### config.mk
export PLATFORM = sky130hd
export DESIGN_NAME = obstacle_manager
export DESIGN_NICKNAME = d
export VERILOG_FILES = /design/src/rtl/obstacle_manager_pkg.sv /design/src/rtl/obstacle_manager_lfsr16.sv /design/src/rtl/obstacle_manager.sv
export SDC_FILE = /design/constraint.sdc
export NUM_CORES = 1
export LEC_CHECK = 0
export ABC_CLOCK_PERIOD_IN_PS = 6470
export BUFFER_PORTS_ARGS = -buffer_cell sky130_fd_sc_hd__buf_2
export CAP_MARGIN = 30
export CELL_PAD_IN_SITES_DETAIL_PLACEMENT = 1
export CELL_PAD_IN_SITES_GLOBAL_PLACEMENT = 2
export CORE_UTILIZATION = 35
export CTS_BUF_LIST = sky130_fd_sc_hd__clkbuf_8
export DETAILED_ROUTE_END_ITERATION = 6
export PLACE_DENSITY_LB_ADDON = 0.1
export SYNTH_ARGS = -nofsm -noshare
export SYNTH_HDL_FRONTEND = slang
export SYNTH_HIERARCHICAL = 1
export SYNTH_SLANG_ARGS = --single-unit
### constraint.sdc
create_clock -name system_clock_in -period 6.47 [get_ports system_clock_in]
set_input_delay 0.9705 -clock system_clock_in [delete_from_list [all_inputs] [get_ports system_clock_in]]
set_output_delay 0.9705 -clock system_clock_in [all_outputs]
set_load 0.05 [all_outputs]
### src/rtl/obstacle_manager_pkg.sv
// Shared types and constants for the per-lane obstacle table.
// obstacle_t is the 16-bit slot format consumed directly by track_draw.
package obstacle_manager_pkg;

  localparam int         NUM_OBSTACLES = 10;
  localparam logic [1:0] OBS_TYPE_LOW  = 2'd0;
  localparam logic [1:0] OBS_TYPE_TALL = 2'd1;
  localparam logic [1:0] LANE_COUNT    = 2'd3;

  typedef struct packed {
    logic [1:0]  obs_type;
    logic [10:0] position;
    logic [1:0]  lane;
    logic        active;
  } obstacle_t;

  typedef enum logic [1:0] {
    ST_IDLE   = 2'd0,
    ST_UPDATE = 2'd1,
    ST_SPAWN  = 2'd2
  } state_t;

  // Two random bits give four codes for three lanes; the spare code folds onto lane 1.
  function automatic logic [1:0] lane_from_bits(input logic [1:0] bits);
    return (bits >= LANE_COUNT) ? 2'd1 : bits;
  endfunction

endpackage

### src/rtl/obstacle_manager_lfsr16.sv
// 16-bit Fibonacci LFSR (taps 16,14,13,11), shifting right every clock.
// Free-running so its value is also usable by scoring and effects logic.
module lfsr16 #(
  parameter logic [15:0] SEED = 16'hACE1
) (
  input  logic        system_clock_in,
  input  logic        reset_n_in,
  output logic [15:0] value_out
);

  logic [15:0] lfsr_reg;
  logic        feedback;

  assign feedback = lfsr_reg[0] ^ lfsr_reg[2] ^ lfsr_reg[3] ^ lfsr_reg[5];

  always_ff @(posedge system_clock_in or negedge reset_n_in) begin
    if (!reset_n_in) begin
      lfsr_reg <= SEED;
    end else begin
      lfsr_reg <= {feedback, lfsr_reg[15:1]};
    end
  end

  assign value_out = lfsr_reg;

endmodule

### src/rtl/obstacle_manager.sv
// Per-frame obstacle table owner: advances, retires and collides one slot per
// cycle after each frame tick, then optionally spawns a new obstacle.
module obstacle_manager
  import obstacle_manager_pkg::*;
#(
  parameter int          NUM_SLOTS = NUM_OBSTACLES,
  parameter logic [10:0] SPAWN_POS = 11'd1023,
  parameter logic [10:0] HIT_LO    = 11'd0,
  parameter logic [10:0] HIT_HI    = 11'd47,
  parameter logic [7:0]  SPAWN_GAP = 8'd30,
  parameter logic [15:0] LFSR_SEED = 16'hACE1
) (
  input  logic                     system_clock_in,
  input  logic                     reset_n_in,
  input  logic                     frame_tick_in,
  input  logic                     run_in,
  input  logic                     clear_in,
  input  logic [2:0]               speed_in,
  input  logic [1:0]               player_lane_in,
  input  logic                     player_jump_in,
  output logic [NUM_SLOTS*16-1:0]  obstacles_out,
  output logic                     collision_out,
  output logic [15:0]              passed_count_out,
  output logic                     busy_out
);

  localparam int               IDX_W    = $clog2(NUM_SLOTS);
  localparam logic [IDX_W-1:0] LAST_IDX = IDX_W'(NUM_SLOTS - 1);

  state_t           state_reg, state_next;
  logic [IDX_W-1:0] idx_reg;
  obstacle_t        slots_reg [NUM_SLOTS];
  logic [7:0]       frame_count_reg;
  logic [15:0]      passed_count_reg;
  logic             hit_flag_reg;

  logic [15:0]      lfsr_value;
  logic             unused_lfsr_bits;
  logic             start;
  obstacle_t        cur, updated, spawn_entry;
  logic [10:0]      newpos;
  logic             retire, in_window, hit;
  logic [NUM_SLOTS-1:0] free_mask;
  logic             free_found;
  logic [IDX_W-1:0] free_idx;
  logic             spawn_ok;

  lfsr16 #(.SEED(LFSR_SEED)) u_lfsr (
    .system_clock_in (system_clock_in),
    .reset_n_in      (reset_n_in),
    .value_out       (lfsr_value)
  );

  // Upper LFSR bits are left for other consumers of the same generator.
  assign unused_lfsr_bits = ^lfsr_value[15:4];

  assign start = (state_reg == ST_IDLE) && frame_tick_in && run_in && !clear_in;

  always_comb begin
    cur = '0;
    for (int i = 0; i < NUM_SLOTS; i++) begin
      if (idx_reg == IDX_W'(i)) cur = slots_reg[i];
    end
  end

  // Window test via offset subtraction: below HIT_LO wraps to a large value.
  always_comb begin
    newpos    = cur.position - {8'd0, speed_in};
    retire    = cur.active && (cur.position < {8'd0, speed_in});
    in_window = (newpos - HIT_LO) <= (HIT_HI - HIT_LO);
    hit       = cur.active && !retire && in_window && (cur.lane == player_lane_in)
                && !((cur.obs_type == OBS_TYPE_LOW) && player_jump_in);
    updated   = cur;
    if (retire || hit) begin
      updated.active = 1'b0;
    end else if (cur.active) begin
      updated.position = newpos;
    end
  end

  generate
    for (genvar gi = 0; gi < NUM_SLOTS; gi++) begin : g_slot
      assign free_mask[gi]               = !slots_reg[gi].active;
      assign obstacles_out[16*gi +: 16]  = slots_reg[gi];
    end
  endgenerate

  always_comb begin
    free_found = 1'b0;
    free_idx   = '0;
    for (int i = NUM_SLOTS - 1; i >= 0; i--) begin
      if (free_mask[i]) begin
        free_found = 1'b1;
        free_idx   = i[IDX_W-1:0];
      end
    end
  end

  always_comb begin
    spawn_entry.obs_type = lfsr_value[3] ? OBS_TYPE_TALL : OBS_TYPE_LOW;
    spawn_entry.position = SPAWN_POS;
    spawn_entry.lane     = lane_from_bits(lfsr_value[2:1]);
    spawn_entry.active   = 1'b1;
    spawn_ok = (frame_count_reg >= SPAWN_GAP) && lfsr_value[0] && free_found;
  end

  // Slot table: clear dominates, then the per-slot update, then the spawn write.
  always_ff @(posedge system_clock_in or negedge reset_n_in) begin
    if (!reset_n_in) begin
      for (int i = 0; i < NUM_SLOTS; i++) slots_reg[i] <= '0;
    end else if (clear_in) begin
      for (int i = 0; i < NUM_SLOTS; i++) slots_reg[i] <= '0;
    end else if (state_reg == ST_UPDATE) begin
      for (int i = 0; i < NUM_SLOTS; i++) begin
        if (idx_reg == IDX_W'(i)) slots_reg[i] <= updated;
      end
    end else if ((state_reg == ST_SPAWN) && spawn_ok) begin
      for (int i = 0; i < NUM_SLOTS; i++) begin
        if (free_idx == IDX_W'(i)) slots_reg[i] <= spawn_entry;
      end
    end
  end

  always_ff @(posedge system_clock_in or negedge reset_n_in) begin
    if (!reset_n_in) begin
      idx_reg          <= '0;
      frame_count_reg  <= '0;
      passed_count_reg <= '0;
      hit_flag_reg     <= 1'b0;
    end else if (clear_in) begin
      idx_reg          <= '0;
      frame_count_reg  <= '0;
      passed_count_reg <= '0;
      hit_flag_reg     <= 1'b0;
    end else begin
      case (state_reg)
        ST_IDLE: begin
          idx_reg <= '0;
          if (start && (frame_count_reg != 8'hFF)) frame_count_reg <= frame_count_reg + 8'd1;
        end
        ST_UPDATE: begin
          idx_reg <= idx_reg + 1'b1;
          if (retire && (passed_count_reg != 16'hFFFF)) passed_count_reg <= passed_count_reg + 16'd1;
          if (hit) hit_flag_reg <= 1'b1;
        end
        ST_SPAWN: begin
          hit_flag_reg <= 1'b0;
          if (spawn_ok) frame_count_reg <= '0;
        end
        default: idx_reg <= '0;
      endcase
    end
  end

  always_ff @(posedge system_clock_in or negedge reset_n_in) begin
    if (!reset_n_in) begin
      state_reg <= ST_IDLE;
    end else if (clear_in) begin
      state_reg <= ST_IDLE;
    end else begin
      state_reg <= state_next;
    end
  end

  always_comb begin
    state_next = state_reg;
    case (state_reg)
      ST_IDLE:   if (start) state_next = ST_UPDATE;
      ST_UPDATE: if (idx_reg == LAST_IDX) state_next = ST_SPAWN;
      ST_SPAWN:  state_next = ST_IDLE;
      default:   state_next = ST_IDLE;
    endcase
  end

  always_comb begin
    busy_out      = (state_reg != ST_IDLE);
    collision_out = (state_reg == ST_SPAWN) && hit_flag_reg && !clear_in;
  end

  assign passed_count_out = passed_count_reg;

endmodule

== Yosys cells after proc, flatten, opt, wreduce, memory -nomap -nowiden ==
Cells that the tools add are included.

* Add/subtract/negate cells: 4
* Order comparisons: 4
* Equality and inequality tests: 38
* Mux-type cells: 74
* Bitwise gates (word level): 3
* Reductions and logical operators: 54

{| class="wikitable"
|+ Operators by type and width
! cell !! count
|-
| $mux W16 || 33
|-
| $mux W160 || 3
|-
| $mux W4 || 11
|-
| $reduce_bool A3 Y1 || 13
|-
| $reduce_and A3 Y1 || 11
|-
| $eq A4 B3 Y1 const B || 8
|-
| $mux W8 || 3
|-
| $ne A3 B3 Y1 const B || 8
|-
| $mux W11 || 2
|-
| $ne A3 B2 Y1 const B || 6
|-
| $add A16 B1 Y16 const B || 1
|-
| $eq A4 B2 Y1 const B || 4
|-
| $eq A4 B4 Y1 const B || 4
|-
| $logic_and A1 B1 Y1 || 16
|-
| $ne A16 B16 Y1 const B || 1
|-
| $pmux W8 S2 || 1
|-
| $mux W1 || 14
|-
| $le A11 B6 Y1 const B || 1
|-
| $lt A11 B3 Y1 || 1
|-
| $sub A11 B3 Y11 || 1
|-
| $add A8 B1 Y8 const B || 1
|-
| $eq A4 B1 Y1 const B || 2
|-
| $ge A8 B5 Y1 const B || 1
|-
| $logic_not A4 Y1 || 2
|-
| 17 further kinds || 29
|}

* Flip-flop bits (word level): 207
* Output and inout bits: 178
* Word-level logic and storage cells: 223

== Longest topological paths before layout ==
* Depth after elaboration: 23
* Gate-level depth with buffers: 29
* Depth with buffers taken out: 23

== Cells and area by module ==
The synthesis kept the hierarchy.

{| class="wikitable"
|+ Modules (own cells, without submodules)
! module !! times used !! cells an instance !! area an instance (um^2)
|-
| obstacle_manager || 1 || 1215 || 10443.8
|-
| lfsr16 || 1 || 19 || 436.7
|}

== Worst setup path before layout ==
OpenSTA, ideal clock, no wires.

* Path type: reg-to-reg
* From: reg idx_reg[1]
* To: reg slots_reg, in the netlist obstacles_out[136]
* Setup time: 142 ps
* Arrival time: 4671 ps
* Required time: 6328 ps
* Slack: 1657 ps
* Stages on the path, launching flop included: 29
* Path buffers: 5
* Clock period less this slack: 4813 ps
* Path through: dfrtp_1 inv_1 ha_1 buf_4 buf_4 buf_4 buf_4 buf_2 nand3b_1 a21oi_1 a21oi_1 o221ai_1 nand2_1 nand4_1 o21ai_0 nand2_1 o21ai_0 ha_1 fa_1 inv_1 a21oi_1 o211ai_1 nor2_1 a311oi_1 o211ai_1 or3_4 a311o_1 o21ai_2 a211oi_1

* Cells in the longest elaborated chain, start to end: 23
* Elaborated cells on any way between the ends: 41

{| class="wikitable"
|+ Ends and longest elaborated chain
! item !! RTL line !! RTL
|-
| start, declared || obstacle_manager.sv:31 || <nowiki>logic [IDX_W-1:0] idx_reg;</nowiki>
|-
| start signal, assigned || obstacle_manager.sv:142 || <nowiki>idx_reg <= idx_reg + 1'b1;</nowiki>
|-
| branches (longest 23 deep; another with $sub A11 B3 Y11) || n/a ||
|-
| end signal, assigned by index || obstacle_manager.sv:115 || <nowiki>if (idx_reg == IDX_W'(i)) slots_reg[i] <= updated;</nowiki>
|-
| end signal, assigned by index || obstacle_manager.sv:119 || <nowiki>if (free_idx == IDX_W'(i)) slots_reg[i] <= spawn_entry;</nowiki>
|-
| end, declared || obstacle_manager.sv:32 || <nowiki>obstacle_t slots_reg [NUM_SLOTS];</nowiki>
|}

Several ways; the timed one is not identified. The select of a mux whose other input is x is not followed.
A chain may end at the register's enable or synchronous reset.

== Worst setup path after layout ==
* From: reg idx_reg[1]
* To: reg slots_reg, in the netlist obstacles_out[133]

Same word-level chain as after synthesis.

==> impl_metrics.tcl <==
set metrics [dict create \
    outcome "complete, no violations" \
    seq_power_share_pct 40.8 \
    tightestPinTransition_ps 1120 \
    drc 0 \
    first_global_vias 10500 \
    path_clk_slew_ps 60 \
    holdCritStartpoint "u_lfsr/value_out[8]$_DFF_PN0_" \
    stdcell_count 1836 \
    required_ps 6850 \
    maxCapViolCount 0 \
    h-tree-depth 2 \
    yosysSeqAreaShare_pct 47.7 \
    dieArea_mm2 0.0318 \
    synth.net_count 1256 \
    p_per_area_mw_per_mm2 275 \
    clock_latency_ps 540 \
    port_buffers 188 \
    setup-violations-final 0 \
    synth.top_cells.by_count "nand2_1, dfrtp_1, a21oi_1, o21ai_0, nor2_1" \
    start_util_pct 35.6 \
    r2r_start "idx_reg[1]$_DFFE_PN0P_" \
    holdBufCountCts 0 \
    drive_above_1_share_pct 22.7 \
    cts_sinks 207 \
    dr_total_vias 10500 \
    yosysTopAreaCell "dfrtp_1" \
    dp_hpwl_mm 31.1 \
    die_w_um 178 \
    hold_viol_final 0 \
    place_inst 1768 \
    fin_tns_setup_ps 0 \
    grt_max_degree 109 \
    path_class "reg2reg" \
    post-cts-setup-buffer-count 0 \
    ir_drop_v 0.000136 \
    synth_seq_cells 207 \
    synthDistinctLibCells 83 \
    p_leak_nw 6.29 \
    die_h_um 178 \
    crit_slowest_cell "o31ai_2" \
    swShare_pct 34.7 \
    finalCritPeriodShare_pct 87.9 \
    overflow 0 \
    critPathCaptureType "flip-flop" \
    p_comb_share_pct 21.1 \
    wire_per_inst_um 23.5 \
    antenna_found_initial 0 \
    critPathLaunchType "flip-flop" \
    core_area_mm2 0.0306 \
    fillCellCount 3651 \
    multi_input_area_mm2 0.00516 \
    syn_to_final_growth_pct 20.1 \
    seq_area_mm2 0.00519 \
    intPower_mw 2.35 \
    path_cells "inv_1 > ha_2 > nand3b_4 > nand2_1 > o22ai_1 > a211oi_1 > ha_1 > a21oi_1 > nand2_1 > nor3_1 > and4b_1 > a211oi_2 > or3_4 > nand2_1 > o31ai_2 > a211oi_1" \
    cpPeakStageDelay_ps 830 \
    ys.flop_type "dfrtp_1" \
    cts_made_buffers 39 \
    max_slew_margin_pct 25.0 \
    syn-cell-area_mm2 0.0109 \
    clockPowerShare_pct 38.1 \
    drtIter0Drc 745 \
    max_freq_mhz 176 \
    min_period_ps 5690 \
    routed_via_density 5.69 \
    crit_top_cell "nand2_1" \
    hold_path_class "reg2reg" \
    cts_root_buf "clkbuf_8" \
    crit_path_start "idx_reg[1]$_DFFE_PN0P_" \
    dr.pass1.iters 5 \
    p_switching_mw 1.25 \
    cts_resized 0 \
    yosysTopAreaCellShare_pct 45.8 \
    diodes 0 \
    drv_slew 0 \
    grt_pass1_wl_mm 65.5 \
    crit_arrival_ps 6060 \
    async_flop_share_pct 100 \
    final.setup_skew_ps 31.4 \
    postSynthAreaPerCell_um2 8.82 \
    path_max_fanout 37 \
    netlist_top_cells_area "dfrtp_1, nand2_1, a21oi_1" \
    nNetsFinal 1436 \
    cts_tree "built" \
    cts_buffer_depth 3 \
    rsz0062_at_grt "no" \
    place_congestion 0.859 \
    synth-warning-count 6 \
    rows 64 \
    synth.most_common_cell "nand2_1" \
    largest_reg_flops 160 \
    synth-edff-count 0 \
    ios 189 \
    finalWirelength_mm 43.2 \
    drtAntennaViolNets 0 \
    grtUsageTotal_pct 27.6 \
    postSynthCellCount 1234 \
]
-- placed cells by master, fill, tap and decap left out, drive strengths merged, types with 14 or more instances in the layout --
cell    count
nand4      14
nand2     239
clkbuf     54
nand3b     14
a21oi     109
o21ai     103
nor3       21
o211ai     15
xor2       17
a221oi     17
a22o       23
a211oi     31
nor2b      14
inv        50
nor2       97
dfrtp     199
buf       226
-- cell type report --
cell class	count	area share, %
clock buffers	53	5.58
clock inverters	14	0.823
inverters	40	1.15
multi-input cells	899	39.5
flip-flops and latches	207	39.7
well taps	396	3.79
repair buffers	227	9.50
-- layer usage --
metal / GRT usage (%) / up-vias / wire length [µm]
met1: 38.5 / 5309 / 19700
met2: 44.6 / 294 / 20500
met3: 3.62 / 63 / 2010
met4: 8.16 / 0 / 989
li1: - / 4784 / -
met5: 0 / - / 0
-- cells by family after synthesis --
kind of cell               synth area share [%]
xor gates and xnor gates                   1.93
and+or+nand+nor                            19.2
adders and majority gates                  1.33
muxes                                     0.276
buffers and inverters                      5.16
DFF                                        47.7
AOI/OAI and AO/OA                          24.4
-- critical path, delay by kind of cell (launching register included) --
family | cells | cell delay [ps]
flops | 1 | 430
simple gates | 7 | 2060
fa+ha+maj | 2 | 980
buf+inv | 1 | 110
compound gates | 6 | 1920
-- through the flow --
step	util [%]	instance area (µm²)	setup slack [ps]	power [mW]	hold WS [ps]
after floorplan	-	10900	1660	1.98	331
after global placement	39.9	12200	1010	2.24	335
after detailed placement	40.0	12200	820	2.25	341
after CTS	42.7	13100	833	3.64	354
after global routing	42.7	13100	274	3.76	358
final	42.7	13100	785	3.60	353
-- power groups by stage --
stage	combinational, mW	clock (mW)	sequential (mW)
global route	0.813	1.47	1.48
CTS	0.765	1.41	1.47
finish	0.759	1.37	1.47
global placement	0.753	0	1.49
floorplan	0.273	0	1.71
detailed placement	0.763	0	1.49
-- path summary, 6_finish.rpt --
| check | to | slack [ps] | depth (start not counted) |
|---|---|---|---|
| worst max-delay path | obstacles_out[133]$_DFFE_PN0P_ | 780 | 16 |
| worst min register to register | u_lfsr/value_out[7]$_DFF_PN1_ | 350 | 0 |
| max in group asynchronous | obstacles_out[104]$_DFFE_PN0P_ | 4650 | 2 |
| worst max register to register | obstacles_out[133]$_DFFE_PN0P_ | 780 | 16 |
| min in group asynchronous | obstacles_out[30]$_DFFE_PN0P_ | 570 | 1 |
| worst min-delay path | u_lfsr/value_out[7]$_DFF_PN1_ | 350 | 0 |
(Power assumes the default switching activity.)
